## src/rtl/sdram_cmd_seq.sv

```systemverilog
// SDRAM command sequencer: row access bursts, precharge-all,
// mode register load and auto refresh with an interval timer.
module sdram_cmd_seq (
  input  logic        Clk_i,
  input  logic        Rst_i,
  input  logic [2:0]  Act_st,
  input  logic        write_st,
  input  logic [31:0] Add_reg,
  input  logic [1:0]  rcd_c_max,
  input  logic [1:0]  cas_lat_max,
  input  logic [2:0]  burst_max,
  input  logic [3:0]  ki_max,
  input  logic [15:0] ref_max,
  output logic        sd_cs_n,
  output logic        sd_ras_n,
  output logic        sd_cas_n,
  output logic        sd_we_n,
  output logic [1:0]  sd_ba,
  output logic [11:0] sd_a,
  output logic        sd_doe,
  output logic        rd_valid,
  output logic        busy,
  output logic        cmd_drop
);

  typedef enum logic [3:0] {
    S_IDLE, S_ACT, S_RCD_WAIT, S_RW_CMD, S_BURST,
    S_PRE, S_RP_WAIT, S_MRS, S_REF, S_REF_WAIT
  } state_t;

  localparam logic [3:0] C_NOP = 4'b0111;
  localparam logic [3:0] C_ACT = 4'b0011;
  localparam logic [3:0] C_RD  = 4'b0101;
  localparam logic [3:0] C_WR  = 4'b0100;
  localparam logic [3:0] C_PRE = 4'b0010;
  localparam logic [3:0] C_REF = 4'b0001;
  localparam logic [3:0] C_MRS = 4'b0000;
  localparam logic [3:0] C_DES = 4'b1111;

  state_t      state;
  logic [3:0]  cmd;
  logic        ref_pend;
  logic [15:0] ref_cnt;
  logic [3:0]  cnt;
  logic [3:0]  bcnt;
  logic [1:0]  cas_q;
  logic [2:0]  bm_q;
  logic        wr_q;
  logic [1:0]  ba_q;
  logic [7:0]  col_q;

  logic [1:0]  rcd_eff;
  logic [1:0]  cas_eff;
  logic [3:0]  ki_eff;
  logic [3:0]  bnext;
  logic [3:0]  b_end;
  logic        ref_hit;
  logic        rw_go;
  logic        unused_ok;

  assign rcd_eff = (rcd_c_max == 2'd0) ? 2'd1 : rcd_c_max;
  assign cas_eff = (cas_lat_max == 2'd0) ? 2'd1 : cas_lat_max;
  assign ki_eff  = (ki_max == 4'd0) ? 4'd1 : ki_max;
  assign bnext   = bcnt + 4'd1;
  assign b_end   = wr_q ? {1'b0, bm_q} + 4'd1
                        : {2'b0, cas_q} + {1'b0, bm_q} + 4'd1;
  assign ref_hit = (ref_max != 16'd0) && (ref_cnt == 16'd1);
  assign rw_go   = (state == S_ACT && rcd_eff == 2'd1) ||
                   (state == S_RCD_WAIT && cnt == 4'd1);
  assign busy    = (state != S_IDLE) | ref_pend;
  assign unused_ok = ^Add_reg[31:22];

  assign {sd_cs_n, sd_ras_n, sd_cas_n, sd_we_n} = cmd;

  // Refresh interval timer; reloads and flags a refresh at count 1.
  always_ff @(posedge Clk_i or posedge Rst_i) begin
    if (Rst_i)
      ref_cnt <= 16'hFFFF;
    else if (ref_max != 16'd0)
      ref_cnt <= ref_hit ? ref_max : ref_cnt - 16'd1;
  end

  // Command FSM with registered pins, data strobes and drop pulse.
  always_ff @(posedge Clk_i or posedge Rst_i) begin
    if (Rst_i) begin
      state    <= S_IDLE;
      cmd      <= C_DES;
      sd_ba    <= 2'd0;
      sd_a     <= 12'd0;
      sd_doe   <= 1'b0;
      rd_valid <= 1'b0;
      cmd_drop <= 1'b0;
      ref_pend <= 1'b0;
      cnt      <= 4'd0;
      bcnt     <= 4'd0;
      cas_q    <= 2'd1;
      bm_q     <= 3'd0;
      wr_q     <= 1'b0;
      ba_q     <= 2'd0;
      col_q    <= 8'd0;
    end else begin
      cmd      <= C_NOP;
      sd_ba    <= 2'd0;
      sd_a     <= 12'd0;
      sd_doe   <= 1'b0;
      rd_valid <= 1'b0;
      cmd_drop <= Act_st[2] & busy;
      unique case (state)
        S_IDLE: begin
          if (ref_pend) begin
            state    <= S_REF;
            cmd      <= C_REF;
            ref_pend <= 1'b0;
          end else if (Act_st[2]) begin
            unique case (Act_st[1:0])
              2'b00: begin
                state <= S_ACT;
                cmd   <= C_ACT;
                sd_ba <= Add_reg[21:20];
                sd_a  <= Add_reg[19:8];
                ba_q  <= Add_reg[21:20];
                col_q <= Add_reg[7:0];
                wr_q  <= write_st;
              end
              2'b01: begin
                state <= S_MRS;
                cmd   <= C_MRS;
                sd_a  <= Add_reg[11:0];
                cnt   <= 4'd2;
              end
              2'b10: begin
                state <= S_PRE;
                cmd   <= C_PRE;
                sd_a  <= 12'h400;
              end
              2'b11: begin
                state    <= S_REF;
                cmd      <= C_REF;
                ref_pend <= 1'b0;
              end
            endcase
          end
        end
        S_ACT: begin
          state <= S_RCD_WAIT;
          cnt   <= {2'b0, rcd_eff} - 4'd1;
        end
        S_RCD_WAIT: cnt <= cnt - 4'd1;
        S_RW_CMD, S_BURST: begin
          state    <= S_BURST;
          bcnt     <= bnext;
          sd_doe   <= wr_q && (bnext <= {1'b0, bm_q});
          rd_valid <= !wr_q && (bnext >= {2'b0, cas_q}) &&
                      (bnext <= {2'b0, cas_q} + {1'b0, bm_q});
          if (bnext == b_end) begin
            state <= S_PRE;
            cmd   <= C_PRE;
            sd_a  <= 12'h400;
          end
        end
        S_PRE: begin
          cnt   <= {2'b0, rcd_eff} - 4'd1;
          state <= (rcd_eff == 2'd1) ? S_IDLE : S_RP_WAIT;
        end
        S_RP_WAIT, S_REF_WAIT: begin
          cnt <= cnt - 4'd1;
          if (cnt == 4'd1)
            state <= S_IDLE;
        end
        S_MRS: begin
          cnt <= cnt - 4'd1;
          if (cnt == 4'd0)
            state <= S_IDLE;
        end
        S_REF: begin
          cnt   <= ki_eff - 4'd1;
          state <= (ki_eff == 4'd1) ? S_IDLE : S_REF_WAIT;
        end
        default: state <= S_IDLE;
      endcase
      // Entry into the READ/WRITE cycle latches the burst shape.
      if (rw_go) begin
        state  <= S_RW_CMD;
        cmd    <= wr_q ? C_WR : C_RD;
        sd_ba  <= ba_q;
        sd_a   <= {4'h0, col_q};
        sd_doe <= wr_q;
        cas_q  <= cas_eff;
        bm_q   <= burst_max;
        bcnt   <= 4'd0;
      end
      if (ref_hit)
        ref_pend <= 1'b1;
    end
  end

endmodule

```

## config.mk

```make
export PLATFORM = sky130hd
export DESIGN_NAME = sdram_cmd_seq
export DESIGN_NICKNAME = d
export VERILOG_FILES = /design/src/rtl/sdram_cmd_seq.sv
export SDC_FILE = /design/constraint.sdc
export NUM_CORES = 1
export LEC_CHECK = 0
export ABC_AREA = 0
export CAP_MARGIN = 20
export CORE_MARGIN = 2
export CORE_UTILIZATION = 50
export CTS_CLUSTER_DIAMETER = 120
export CTS_CLUSTER_SIZE = 25
export DETAILED_ROUTE_END_ITERATION = 8
export GPL_TIMING_DRIVEN = 0
export MAX_ROUTING_LAYER = met4
export PLACE_DENSITY = 0.78
export SLEW_MARGIN = 20
export SYNTH_ARGS = -nofsm -noshare
export SYNTH_HDL_FRONTEND = slang
export SYNTH_SLANG_ARGS = --single-unit
```

## constraint.sdc

```tcl
create_clock -name Clk_i -period 4.25 [get_ports Clk_i]
set_clock_uncertainty 0.1 [all_clocks]
set_input_delay 1.275 -clock Clk_i [delete_from_list [all_inputs] [get_ports Clk_i]]
set_output_delay 1.275 -clock Clk_i [all_outputs]
set_load 0.005 [all_outputs]
```

==> impl_metrics.py, run 1 <==
metrics = {
    "drt": {
        "drc": 0,
        "ant_nets": 0,
        "drtIter0Drc": 161,
        "viasPerCell": 5.69,
        "wirelength_um": 9910,
        "via_count": 3554,
        "wl_per_cell_um": 15.9,
        "drtPass1Iterations": 5,
    },
    "timing": {
        "fin_crit_ps": 3360,
        "worst_pin_slew_ps": 678,
        "worst_slack_ps": 892,
        "finalSetupViolations": 0,
        "tns_ps": 0,
        "fmax_ghz": 0.298,
        "post-route-period-util_pct": 79.0,
        "rsz0062_at_grt": "false",
        "drv_slew": 0,
        "hold_viol": 0,
        "maxSlewHeadroom_pct": 54.4,
    },
    "yosys": {
        "synthCells": 427,
        "synth_common_cells": "dfrtp_1, nand2_1, nor2_1",
        "synth_nets": 518,
        "ys_seq_area_share_pct": 40.3,
        "yosysTopAreaCell": "dfrtp_1",
        "ys_seq_elements": 66,
        "yosys_warnings": 0,
        "synth_ff_type": "dfrtp_1",
        "netlist_top_cells_area": "dfrtp_1, dfstp_2, ha_1",
        "synth.cell_area_um2": 4160,
        "synth.most_common_cell": "dfrtp_1",
        "syn_avg_cell_area_um2": 9.75,
        "synth-async-reset-ratio_pct": 100,
        "yosysUniqueCellTypes": 71,
        "synth_edf_count": 0,
        "synth_top_area_share_pct": 27.0,
    },
    "power_and_ir_drop": {
        "seq_power_share_pct": 33.4,
        "power.internal_w": 0.00201,
        "powerDensity_nw_per_um2": 640,
        "p_comb_share_pct": 51.3,
        "p_clk_share_pct": 15.3,
        "swShare_pct": 40.2,
        "leakagePower_nw": 2.24,
        "switching_power_w": 0.00135,
        "peakVddDrop_mv": 0.386,
        "power.total_w": 0.00337,
    },
    "place": {
        "dp_hpwl_um": 7370,
        "post-place-ws_ps": 862,
        "numPortBuffers": 76,
        "place_congestion": 0.923,
    },
    "clock_tree": {
        "clk_root_buffer_cell": "clkbuf_8",
        "clk_path_buf_depth": 2,
        "htreeDepth": 3,
        "clk_latency_ps": 340,
        "cts_tree": "done",
        "cts_made_buffers": 9,
        "cts_sinks": 66,
        "clk_pin_slew_ps": 80,
        "cts_resized": 0,
        "post_cts_buffers": 0,
        "cts_hold_buffers": 0,
    },
    "floorplan": {
        "die_w_um": 95.3,
        "io_pins": 87,
        "die_y_um": 95.3,
        "coreArea_um2": 8130,
        "die_area_um2": 9070,
        "placementRows": 33,
        "initial_utilization_pct": 51.2,
    },
    "final_layout": {
        "synthToLayoutAreaGrowth_pct": 26.4,
        "fin_util_pct": 64.7,
        "fin_nets": 606,
        "antenna_cells": 0,
        "drive_gt1_share_pct": 16.3,
    },
    "global_routing": {
        "antenna_found_initial": 0,
        "grt_remaining_overflow": 0,
        "grt_pass1_vias": 3447,
        "gr-usage-all-layers_pct": 23.9,
        "grt_max_degree": 35,
        "grt_pass1_wl_um": 16400,
    },
    "worst_setup_path": {
        "critPathMostFrequentCell": "nor2_1",
        "startpoint_type": "flop",
        "path_class": "flop to output pin",
        "worstPathMaxFanout": 6,
        "crit_path_top_delay_cell": "clkdlybuf4s50_1",
        "end_kind": "output pin",
        "max_stage_delay_ps": 460,
        "crit_arrival_ps": 1980,
        "required_ps": 2870,
        "reg2regPathDepth": 10,
        "crit_chain": "nor2_1 > nand3_1 > nor2_1 > inv_1 > clkdlybuf4s50_1",
    },
    "job": {
        "max_cap_violations": 0,
    },
    "min_path": {
        "holdCritPathClass": "flop to flop",
        "worstHoldPathCells": 2,
    },
    "run_status": {
        "status": "complete, no violations",
    },
}
path summary, 6_finish.rpt:
path	startpoint	endpoint	slack, ps
worst max-delay path	state[0]	busy	890
worst min-delay path	col_q[1]	sd_a[1]	390
worst max register to register	cas_q[0]	sd_a[10]	1550
worst min register to register	col_q[1]	sd_a[1]	390
max in group asynchronous	Rst_i	ref_cnt[5]	2270
min in group asynchronous	Rst_i	sd_a[3]	1190
metrics by stage:
step | hold slack (ps) | area, µm² | std cells
final | 388 | 5270 | 625
after global routing | 416 | 5270 | 625
after CTS | 384 | 5270 | 625
after detailed placement | 368 | 5080 | 609
after global placement | 361 | 5060 | 608
after floorplan | 346 | 4160 | 427
registers in the layout, indices dropped and copies added (netlist names):
name	cells
rd_valid	1
cmd	4
ref_cnt	16
col_q	8
ba_q	2
sd_doe	1
wr_q	1
state	4
cas_q	2
sd_ba	2
bcnt	4
bm_q	3
cnt	4
sd_a	12
cmd_drop	1
ref_pend	1
critical path, delay by kind of cell (launching register included):
family	cells	cell delay, ps
buffers and inverters	2	590
flip-flops	1	440
AND/OR/NAND/NOR	3	610
cell usage in the layout, fill, tap and decap left out, drive strengths merged, types with 3 or more instances in the layout:
master and n:
a31oi 8, a22oi 16, nor2b 5, nand2b 6, and2 3, a22o 3, nor4 9, nor2 31
a21o 3, dfrtp 45, clkdlybuf4s50 76, mux2 12, o22ai 4, nand4 6, xnor2 7, o21ai 38
xor2 7, o31ai 5, nor3b 5, ha 25, dfstp 21, nor3 6, o21a 3, nand3b 4
inv 28, clkbuf 16, nand3 11, mux2i 10, buf 15, nand2 33, a21oi 19
kinds of logic (layout without fill, tap and decap cells):
| kind of cell | Yosys count | after routing | share of synthesized area, % |
|---|---|---|---|
| DFF | 66 | 66 | 40.3 |
| adders and majority gates | 26 | 26 | 7.99 |
| AOI/OAI and AO/OA | 115 | 115 | 18.3 |
| xor gates and xnor gates | 14 | 14 | 2.94 |
| other | 1 | 1 | 0.0901 |
| muxes | 22 | 22 | 5.65 |
| buffers and inverters | 47 | 140 | 5.02 |
| and+or+nand+nor | 136 | 136 | 19.7 |
power groups by stage:
stage / clock network (W) / registers [W] / logic [W]
6_report: 0.000515 / 0.00112 / 0.00173
5_1_grt: 0.000547 / 0.00115 / 0.00197
4_1_cts: 0.000522 / 0.00112 / 0.00173
3_5_place_dp: 0 / 0.00113 / 0.00172
3_3_place_gp: 0 / 0.00112 / 0.00166
2_1_floorplan: 0 / 0.00108 / 0.00128
layout make-up:
cell class	count	area (µm²)
plain buffers	19	104
clock buffers	11	131
multi-input cells	314	2280
well taps	105	131
clock inverters	5	55.1
fillers	650	2870
repair buffers	77	781
flip-flops and latches	66	1680
inverters	28	108
routing by layer:
| metal | track usage [%] | part of all wire [%] | routed length (µm) |
|---|---|---|---|
| met1 | 30.7 | 45 | 4410 |
| met2 | 37.7 | 49 | 4830 |
| met3 | 5.85 | 6.1 | 602 |
| met4 | 6.52 | 0.66 | 65 |
| met5 | - | 0 | 0 |
No activity file was read; power rests on OpenSTA's default activity.
==> run 2: changes to the inputs <==
==> constraint.sdc (replaced) <==
create_clock -name Clk_i -period 3.32 [get_ports Clk_i]
set_clock_uncertainty 0.1 [all_clocks]
set_input_delay 0.996 -clock Clk_i [delete_from_list [all_inputs] [get_ports Clk_i]]
set_output_delay 0.996 -clock Clk_i [all_outputs]
set_load 0.005 [all_outputs]
==> results of run 2 <==
Same layout as run 1 (identical final DEF). Status: complete, no violations.
Main changes from that run: setup slack after placement 862 ps -> 211 ps; setup slack after layout 892 ps -> 241 ps; register-to-register setup slack 1550 ps -> 620 ps; total power 0.00337 W -> 0.00431 W; worst IR drop on VDD 0.386 mV -> 0.494 mV
==> run 3: changes to the inputs <==
--- a/config.mk
+++ b/config.mk
@@ -13,6 +13,7 @@
 export CTS_CLUSTER_SIZE = 25
 export DETAILED_ROUTE_END_ITERATION = 8
 export GPL_TIMING_DRIVEN = 0
+export HOLD_SLACK_MARGIN = 0.12
 export MAX_ROUTING_LAYER = met4
 export PLACE_DENSITY = 0.78
 export SLEW_MARGIN = 20
==> results of run 3 <==
Same layout as run 1 (identical final DEF). Status: complete, no violations.
Main changes from that run: setup slack after placement 862 ps -> 211 ps; setup slack after layout 892 ps -> 241 ps; register-to-register setup slack 1550 ps -> 620 ps; total power 0.00337 W -> 0.00431 W; worst IR drop on VDD 0.386 mV -> 0.494 mV
